$ cat src/rtl/fb_density_counter_if.sv
// Result handshake bundle for fb_density_counter: window result, valid and ready.
interface fb_density_counter_if #(
    parameter int CW = 12
);
    logic [CW-1:0] sample_data;
    logic          sample_valid;
    logic          sample_ready;

    modport master (
        output sample_data,
        output sample_valid,
        input  sample_ready
    );

    modport slave (
        input  sample_data,
        input  sample_valid,
        output sample_ready
    );
endinterface

$ cat src/rtl/fb_density_counter.sv
// Windowed ones-density decimator for the feedback bit stream with a one-entry result register.
// Optional macro FB_DENSITY_SIGNED_EN selects bipolar two's-complement output instead of a raw count.
module fb_density_counter #(
    parameter int WIN_LOG2   = 10,
    parameter int SETTLE_CYC = 2
) (
    input  logic                  clk_ext,
    input  logic                  rst_ext,
    input  logic                  en,
    input  logic                  fb_bit,
    fb_density_counter_if.master  smp,
    output logic                  overrun,
    output logic                  busy
);

    localparam int CW = WIN_LOG2 + 2;

    typedef enum logic [1:0] {
        IDLE   = 2'd0,
        SETTLE = 2'd1,
        RUN    = 2'd2
    } state_t;

    localparam logic [WIN_LOG2-1:0] POS_LAST    = {WIN_LOG2{1'b1}};
    localparam logic [WIN_LOG2-1:0] POS_ONE     = {{(WIN_LOG2-1){1'b0}}, 1'b1};
    localparam logic [3:0]          SETTLE_LAST = 4'(SETTLE_CYC - 1);
    localparam logic                NO_SETTLE   = (SETTLE_CYC == 32'sd0);
    localparam logic                SKIP_SETTLE = (SETTLE_CYC <= 32'sd1);
`ifdef FB_DENSITY_SIGNED_EN
    localparam logic [CW-1:0]       HALF_SCALE  = {2'b01, {WIN_LOG2{1'b0}}};
`endif

    state_t              state_r;
    logic [3:0]          settle_cnt_r;
    logic [WIN_LOG2-1:0] pos_r;
    logic [WIN_LOG2:0]   ones_r;
    logic                win_done_r;
    logic [CW-1:0]       win_data_r;

    logic                sampling_s;
    logic                done_s;
    logic                xfer_s;
    logic                load_s;
    logic [WIN_LOG2:0]   ones_sum_s;
    logic [CW-1:0]       result_s;

    function automatic logic [CW-1:0] to_sample(input logic [WIN_LOG2:0] cnt);
`ifdef FB_DENSITY_SIGNED_EN
        to_sample = {cnt, 1'b0} - HALF_SCALE;
`else
        to_sample = {1'b0, cnt};
`endif
    endfunction

    // Sampling qualifier, window completion and handshake decisions.
    always_comb begin
        sampling_s = 1'b0;
        case (state_r)
            RUN:     sampling_s = en;
            // With no settle time the enabling edge is already the first window sample.
            IDLE:    sampling_s = en & NO_SETTLE;
            default: sampling_s = 1'b0;
        endcase
        ones_sum_s = ones_r + {{WIN_LOG2{1'b0}}, fb_bit};
        done_s     = sampling_s & (pos_r == POS_LAST);
        result_s   = to_sample(ones_sum_s);
        xfer_s     = smp.sample_valid & smp.sample_ready;
        load_s     = win_done_r & (~smp.sample_valid | smp.sample_ready);
    end

    // FSM, window accumulation, completed-window stage and output register.
    always_ff @(posedge clk_ext) begin
        if (rst_ext) begin
            state_r          <= IDLE;
            settle_cnt_r     <= 4'd0;
            pos_r            <= {WIN_LOG2{1'b0}};
            ones_r           <= {(WIN_LOG2+1){1'b0}};
            win_done_r       <= 1'b0;
            win_data_r       <= {CW{1'b0}};
            smp.sample_data  <= {CW{1'b0}};
            smp.sample_valid <= 1'b0;
            overrun          <= 1'b0;
            busy             <= 1'b0;
        end else begin
            // A finished window is staged one edge before it reaches the output register.
            win_done_r <= done_s;
            if (done_s) begin
                win_data_r <= result_s;
            end

            if (load_s) begin
                smp.sample_data  <= win_data_r;
                smp.sample_valid <= 1'b1;
            end else if (xfer_s) begin
                smp.sample_valid <= 1'b0;
            end

            if (win_done_r & smp.sample_valid & ~smp.sample_ready) begin
                overrun <= 1'b1;
            end

            if (!en) begin
                state_r      <= IDLE;
                settle_cnt_r <= 4'd0;
                pos_r        <= {WIN_LOG2{1'b0}};
                ones_r       <= {(WIN_LOG2+1){1'b0}};
                busy         <= 1'b0;
            end else begin
                if (sampling_s) begin
                    pos_r  <= pos_r + POS_ONE;
                    ones_r <= done_s ? {(WIN_LOG2+1){1'b0}} : ones_sum_s;
                end
                case (state_r)
                    IDLE: begin
                        settle_cnt_r <= 4'd1;
                        busy         <= 1'b1;
                        state_r      <= SKIP_SETTLE ? RUN : SETTLE;
                    end
                    SETTLE: begin
                        busy <= 1'b1;
                        if (settle_cnt_r == SETTLE_LAST) begin
                            state_r <= RUN;
                        end else begin
                            settle_cnt_r <= settle_cnt_r + 4'd1;
                        end
                    end
                    RUN: begin
                        busy <= 1'b1;
                    end
                    default: begin
                        state_r <= IDLE;
                        busy    <= 1'b0;
                    end
                endcase
            end
        end
    end

endmodule

$ cat src/flat_wrapper.sv
// flat-port wrapper written by rule: the top's interface ports become plain ports
module fb_density_counter_flat 
#(
    parameter int WIN_LOG2   = 10,
    parameter int SETTLE_CYC = 2
)
  (clk_ext, rst_ext, en, fb_bit, overrun, busy, smp_sample_data, smp_sample_valid, smp_sample_ready);
  fb_density_counter_if #(.CW((WIN_LOG2 + 2))) smp_i ();
  input  logic clk_ext;
  input  logic rst_ext;
  input  logic en;
  input  logic fb_bit;
  output logic overrun;
  output logic busy;
  output wire logic [$bits(smp_i.sample_data)-1:0] smp_sample_data;
  output wire logic [$bits(smp_i.sample_valid)-1:0] smp_sample_valid;
  input wire logic [$bits(smp_i.sample_ready)-1:0] smp_sample_ready;
  assign smp_sample_data = smp_i.sample_data;
  assign smp_sample_valid = smp_i.sample_valid;
  assign smp_i.sample_ready = smp_sample_ready;
  fb_density_counter #(.WIN_LOG2(WIN_LOG2), .SETTLE_CYC(SETTLE_CYC)) u_core (.clk_ext(clk_ext), .rst_ext(rst_ext), .en(en), .fb_bit(fb_bit), .smp(smp_i), .overrun(overrun), .busy(busy));
endmodule
$ cat config.mk
export PLATFORM = sky130hd
export DESIGN_NAME = fb_density_counter_flat
export DESIGN_NICKNAME = d
export VERILOG_FILES = /design/src/rtl/fb_density_counter_if.sv /design/src/rtl/fb_density_counter.sv /design/src/flat_wrapper.sv
export SDC_FILE = /design/constraint.sdc
export NUM_CORES = 1
export LEC_CHECK = 0
export ABC_AREA = 0
export CELL_PAD_IN_SITES_DETAIL_PLACEMENT = 1
export CELL_PAD_IN_SITES_GLOBAL_PLACEMENT = 2
export CORE_ASPECT_RATIO = 1.75
export CORE_MARGIN = 10
export CORE_UTILIZATION = 39
export DETAILED_ROUTE_END_ITERATION = 6
export GPL_TIMING_DRIVEN = 0
export HOLD_SLACK_MARGIN = 0.06
export PLACE_DENSITY_LB_ADDON = 0.1
export SYNTH_ARGS = -nofsm -noshare
export SYNTH_HDL_FRONTEND = slang
export SYNTH_SLANG_ARGS = --single-unit
$ cat constraint.sdc
create_clock -name clk_ext -period 3.2 [get_ports clk_ext]
set_clock_uncertainty 0.2 [all_clocks]
set_input_delay 0.8 -clock clk_ext [delete_from_list [all_inputs] [get_ports clk_ext]]
set_output_delay 0.8 -clock clk_ext [all_outputs]
set_load 0.005 [all_outputs]
==> summary.md <==
| Metric | Value |
|---|---|
| Sequential share of the synthesized area | 45.6% |
| Max stage delay on crit path | 0.52 ns |
| Crit path max fanout | 10 |
| Post-synth top area cell | dfxtp_1 |
| Hold_ws | 0.273 ns |
| # diodes | 0 |
| Postcts setup bufs | 0 |
| Clk sink count | 53 |
| Layout cells sized above 1 | 14.5% |
| Crit share post-route | 74.5% |
| Initial DRC Count | 54 |
| Initial antenna violation count | 0 |
| TritonCTS clock tree | built |
| Worst Tran Pin Value | 0.611 ns |
| Slew HR | 59.3% |
| Pre-Repair DR Iteration Count | 3 |
| Achievable Freq | 419 MHz |
| Die H | 122 µm |
| Post-synthesis register bit count | 53 |
| Worst EP arrival | 2.37 ns |
| Core area | 5830 µm² |
| Vias | 1748 |
| Synth Warn # | 0 |
| Slowest library cell on the worst path | clkdlybuf4s50_1 |
| Die Area | 9580 µm² |
| Global-route wire length before repair | 8.84 mm |
| Worst path bufs/invs | 4 |
| Cell row count | 37 |
| Mapped Area | 2330 µm² |
| Post-Syn Nets | 255 |
| Peak supply drop | 0.271 mV |
| Nets@finish | 279 |
| # setup viols final | 0 |
| Die X | 78.4 µm |
| Worst-Skew Late Latency | 0.30 ns |
| Crit end category | flop |
| Largest net degree at the start of global routing | 16 |
| Hpwl dp | 3.84 mm |
| CTS resizes | 0 |
| CTS H-tree depth | 2 |
| Asr flop ratio synth | 0% |
| CTS Hold Bufs | 0 |
| Crit-path most repeated cell | buf_6 |
| Synth top area cells | dfxtp_1 (46%), mux2i_1 (6.0%), nor2_1 (5.5%), a211oi_2 (3.8%), xor2_1 (3.0%) |
| Min cycle time layout | 2.39 ns |
| Hold Crit Class | flop to flop |
| Worst-path cell chain | clkdlybuf4s50_1 > and3b_1 > buf_6 > and4_4 > buf_6 > buf_12 > mux2i_1 > nor2_1 |
| GR Overflow Total | 0 |
| Drc violations | 0 |
| EDFF count, synth | 0 |
| Slew Limit Fails | 0 |
| Crit start category | input port |
| Synth Flop Type | dfxtp_1 |
| Syn Inst Count | 245 |
| WL final | 5.08 mm |
| Clock slew at the register clock pins of the worst setup and hold paths | 0.09 ns |
| Area Overhead vs Synth | 16.0% |
| Vias in the first global route | 1893 |
| Clk buf depth | 2 |
| Gpl congestion | 0.770 |
| Status | complete, no violations |
| Lkg Pwr | 0.999 nW |
| GR Util All Layers | 11.3% |
| Root Buffer | clkbuf_8 |
| Vias per inst | 5.04 |
| Kind of critical path | input port to flop |
| Avg Cell Area, Syn | 9.50 µm² |
| CTS Buf Count | 5 |
| Synth top area share | 45.6% |
| Largest delay contributor family on the critical path | buffers and inverters |
| Ports | 20 |
| Power per cell area | 422 nW/µm² |
| Number of port buffers | 17 |
| Max-cap violation count | 0 |
| Wire per inst | 14.6 µm |
| Final Hold Fails | 0 |
| Setup repair after global routing missed its margin | no |
| Antenna-violating nets left | 0 |
| CP Data Required Time | 3.18 ns |
| Setup TNS | 0 ns |
| Synth cell types | 46 |
| Starting Density | 39.9% |
[worst paths after layout]
kind / end / slack [ns] / cells after the start / from
min reg2reg: u_core.overrun$_SDFFE_PP0P_ / 0.27 / 2 / u_core.overrun$_SDFFE_PP0P_
min: u_core.overrun$_SDFFE_PP0P_ / 0.27 / 2 / u_core.overrun$_SDFFE_PP0P_
max: u_core.win_data_r[1]$_SDFFE_PP0P_ / 0.81 / 8 / en
max reg2reg: u_core.settle_cnt_r[3]$_SDFFE_PP0P_ / 1.37 / 6 / u_core.settle_cnt_r[1]$_SDFFE_PP0P_
[logic make-up after synthesis]
| group | Yosys count | share of synthesized area (%) |
|---|---|---|
| adder cells (fa/ha/maj) | 5 | 2.69 |
| buffers and inverters | 22 | 5.81 |
| flip-flops | 53 | 45.6 |
| AND/OR/NAND/NOR | 100 | 21.7 |
| multiplexers | 15 | 6.51 |
| AO/OA/AOI/OAI | 34 | 11.9 |
| XOR/XNOR | 15 | 5.65 |
| other | 1 | 0.161 |
[registers in the layout, summed over array words and instances, names as in the netlist]
signal,count
u_core.busy,1
u_core.smp.sample_data,11
u_core.smp.sample_valid,1
u_core.win_done_r,1
u_core.overrun,1
u_core.pos_r,10
u_core.state_r,2
u_core.win_data_r,11
u_core.ones_r,11
u_core.settle_cnt_r,4
[routing by layer]
layer / global-route usage (%) / up-vias / routed length (µm)
met3: 2.58 / 5 / 136
li1: - / 884 / -
met5: 0 / - / 0
met1: 11.0 / 842 / 1990
met2: 22.2 / 17 / 2880
met4: 4.05 / 0 / 70
[stage by stage]
step / util [%] / setup WS, ns / area [µm²] / power (W) / std cells
CTS: 46.3 / 0.788 / 2700 / 0.00116 / 347
floorplan: - / 1.14 / 2330 / 0.000701 / 245
global placement: 44.5 / 0.463 / 2590 / 0.000716 / 340
global route: 46.3 / 0.691 / 2700 / 0.00118 / 347
finish: 46.3 / 0.814 / 2700 / 0.00114 / 347
detailed placement: 44.5 / 0.464 / 2590 / 0.000716 / 340
[cells in the mapped netlist (2+ instances only)]
| master | number |
|---|---|
| nor3_1 | 4 |
| mux2i_1 | 14 |
| xnor2_1 | 7 |
| buf_4 | 2 |
| and2_1 | 2 |
| a31oi_1 | 3 |
| buf_2 | 4 |
| nand3_1 | 10 |
| nor3b_1 | 2 |
| o21ai_0 | 7 |
| nor2_2 | 8 |
| a311oi_2 | 2 |
| nand2_1 | 17 |
| and4_1 | 3 |
| buf_6 | 3 |
| nor2b_1 | 3 |
| o22ai_1 | 2 |
| xor2_1 | 8 |
| a211oi_2 | 7 |
| nand2b_1 | 2 |
| nor2_1 | 34 |
| nand4_1 | 6 |
| dfxtp_1 | 53 |
| ha_1 | 5 |
| a21oi_1 | 6 |
| clkbuf_1 | 3 |
| nor4_1 | 2 |
| inv_1 | 8 |
[cell type report]
cell class                      count  area (µm²)
Fill cell                         718        3130
Multi-Input combinational cell    170        1130
Sequential cell                    53        1060
Timing Repair Buffer               17         170
Buffer                             14         105
Tap cell                           78        97.6
Clock buffer                        5        68.8
Clock inverter                      2        35.0
Inverter                            8        30.0
[cell usage in the layout (no fill, tap or decap), types with 3 or more instances in the layout]
cell type | Yosys | routed
nand2_1 | 17 | 17
nand3_1 | 10 | 10
a31oi_1 | 3 | 3
a21oi_1 | 6 | 6
buf_2 | 4 | 4
xor2_1 | 8 | 8
dfxtp_1 | 53 | 53
ha_1 | 5 | 5
nand4_1 | 6 | 6
and4_1 | 3 | 3
o21ai_0 | 7 | 7
xnor2_1 | 7 | 7
mux2i_1 | 14 | 14
inv_1 | 8 | 8
clkbuf_8 | 0 | 5
nor2_1 | 34 | 34
nor3_1 | 4 | 4
a211oi_2 | 7 | 7
nor2b_1 | 3 | 3
clkbuf_1 | 3 | 3
clkdlybuf4s50_1 | 0 | 17
buf_6 | 3 | 3
nor2_2 | 8 | 8
[where the power goes]
part           internal (W)  total [W]  switching (W)
clock network      0.000228   0.000440       0.000212
registers          0.000662   0.000664     0.00000298
logic             0.0000136  0.0000353      0.0000217
[worst min-delay path, delay by kind of cell (launching register included)]
family,cells,cell delay (ns)
AOI/OAI and AO/OA,1,0.04
DFF,1,0.34
and+or+nand+nor,1,0.07
No activity file was read; power rests on OpenSTA's default activity.
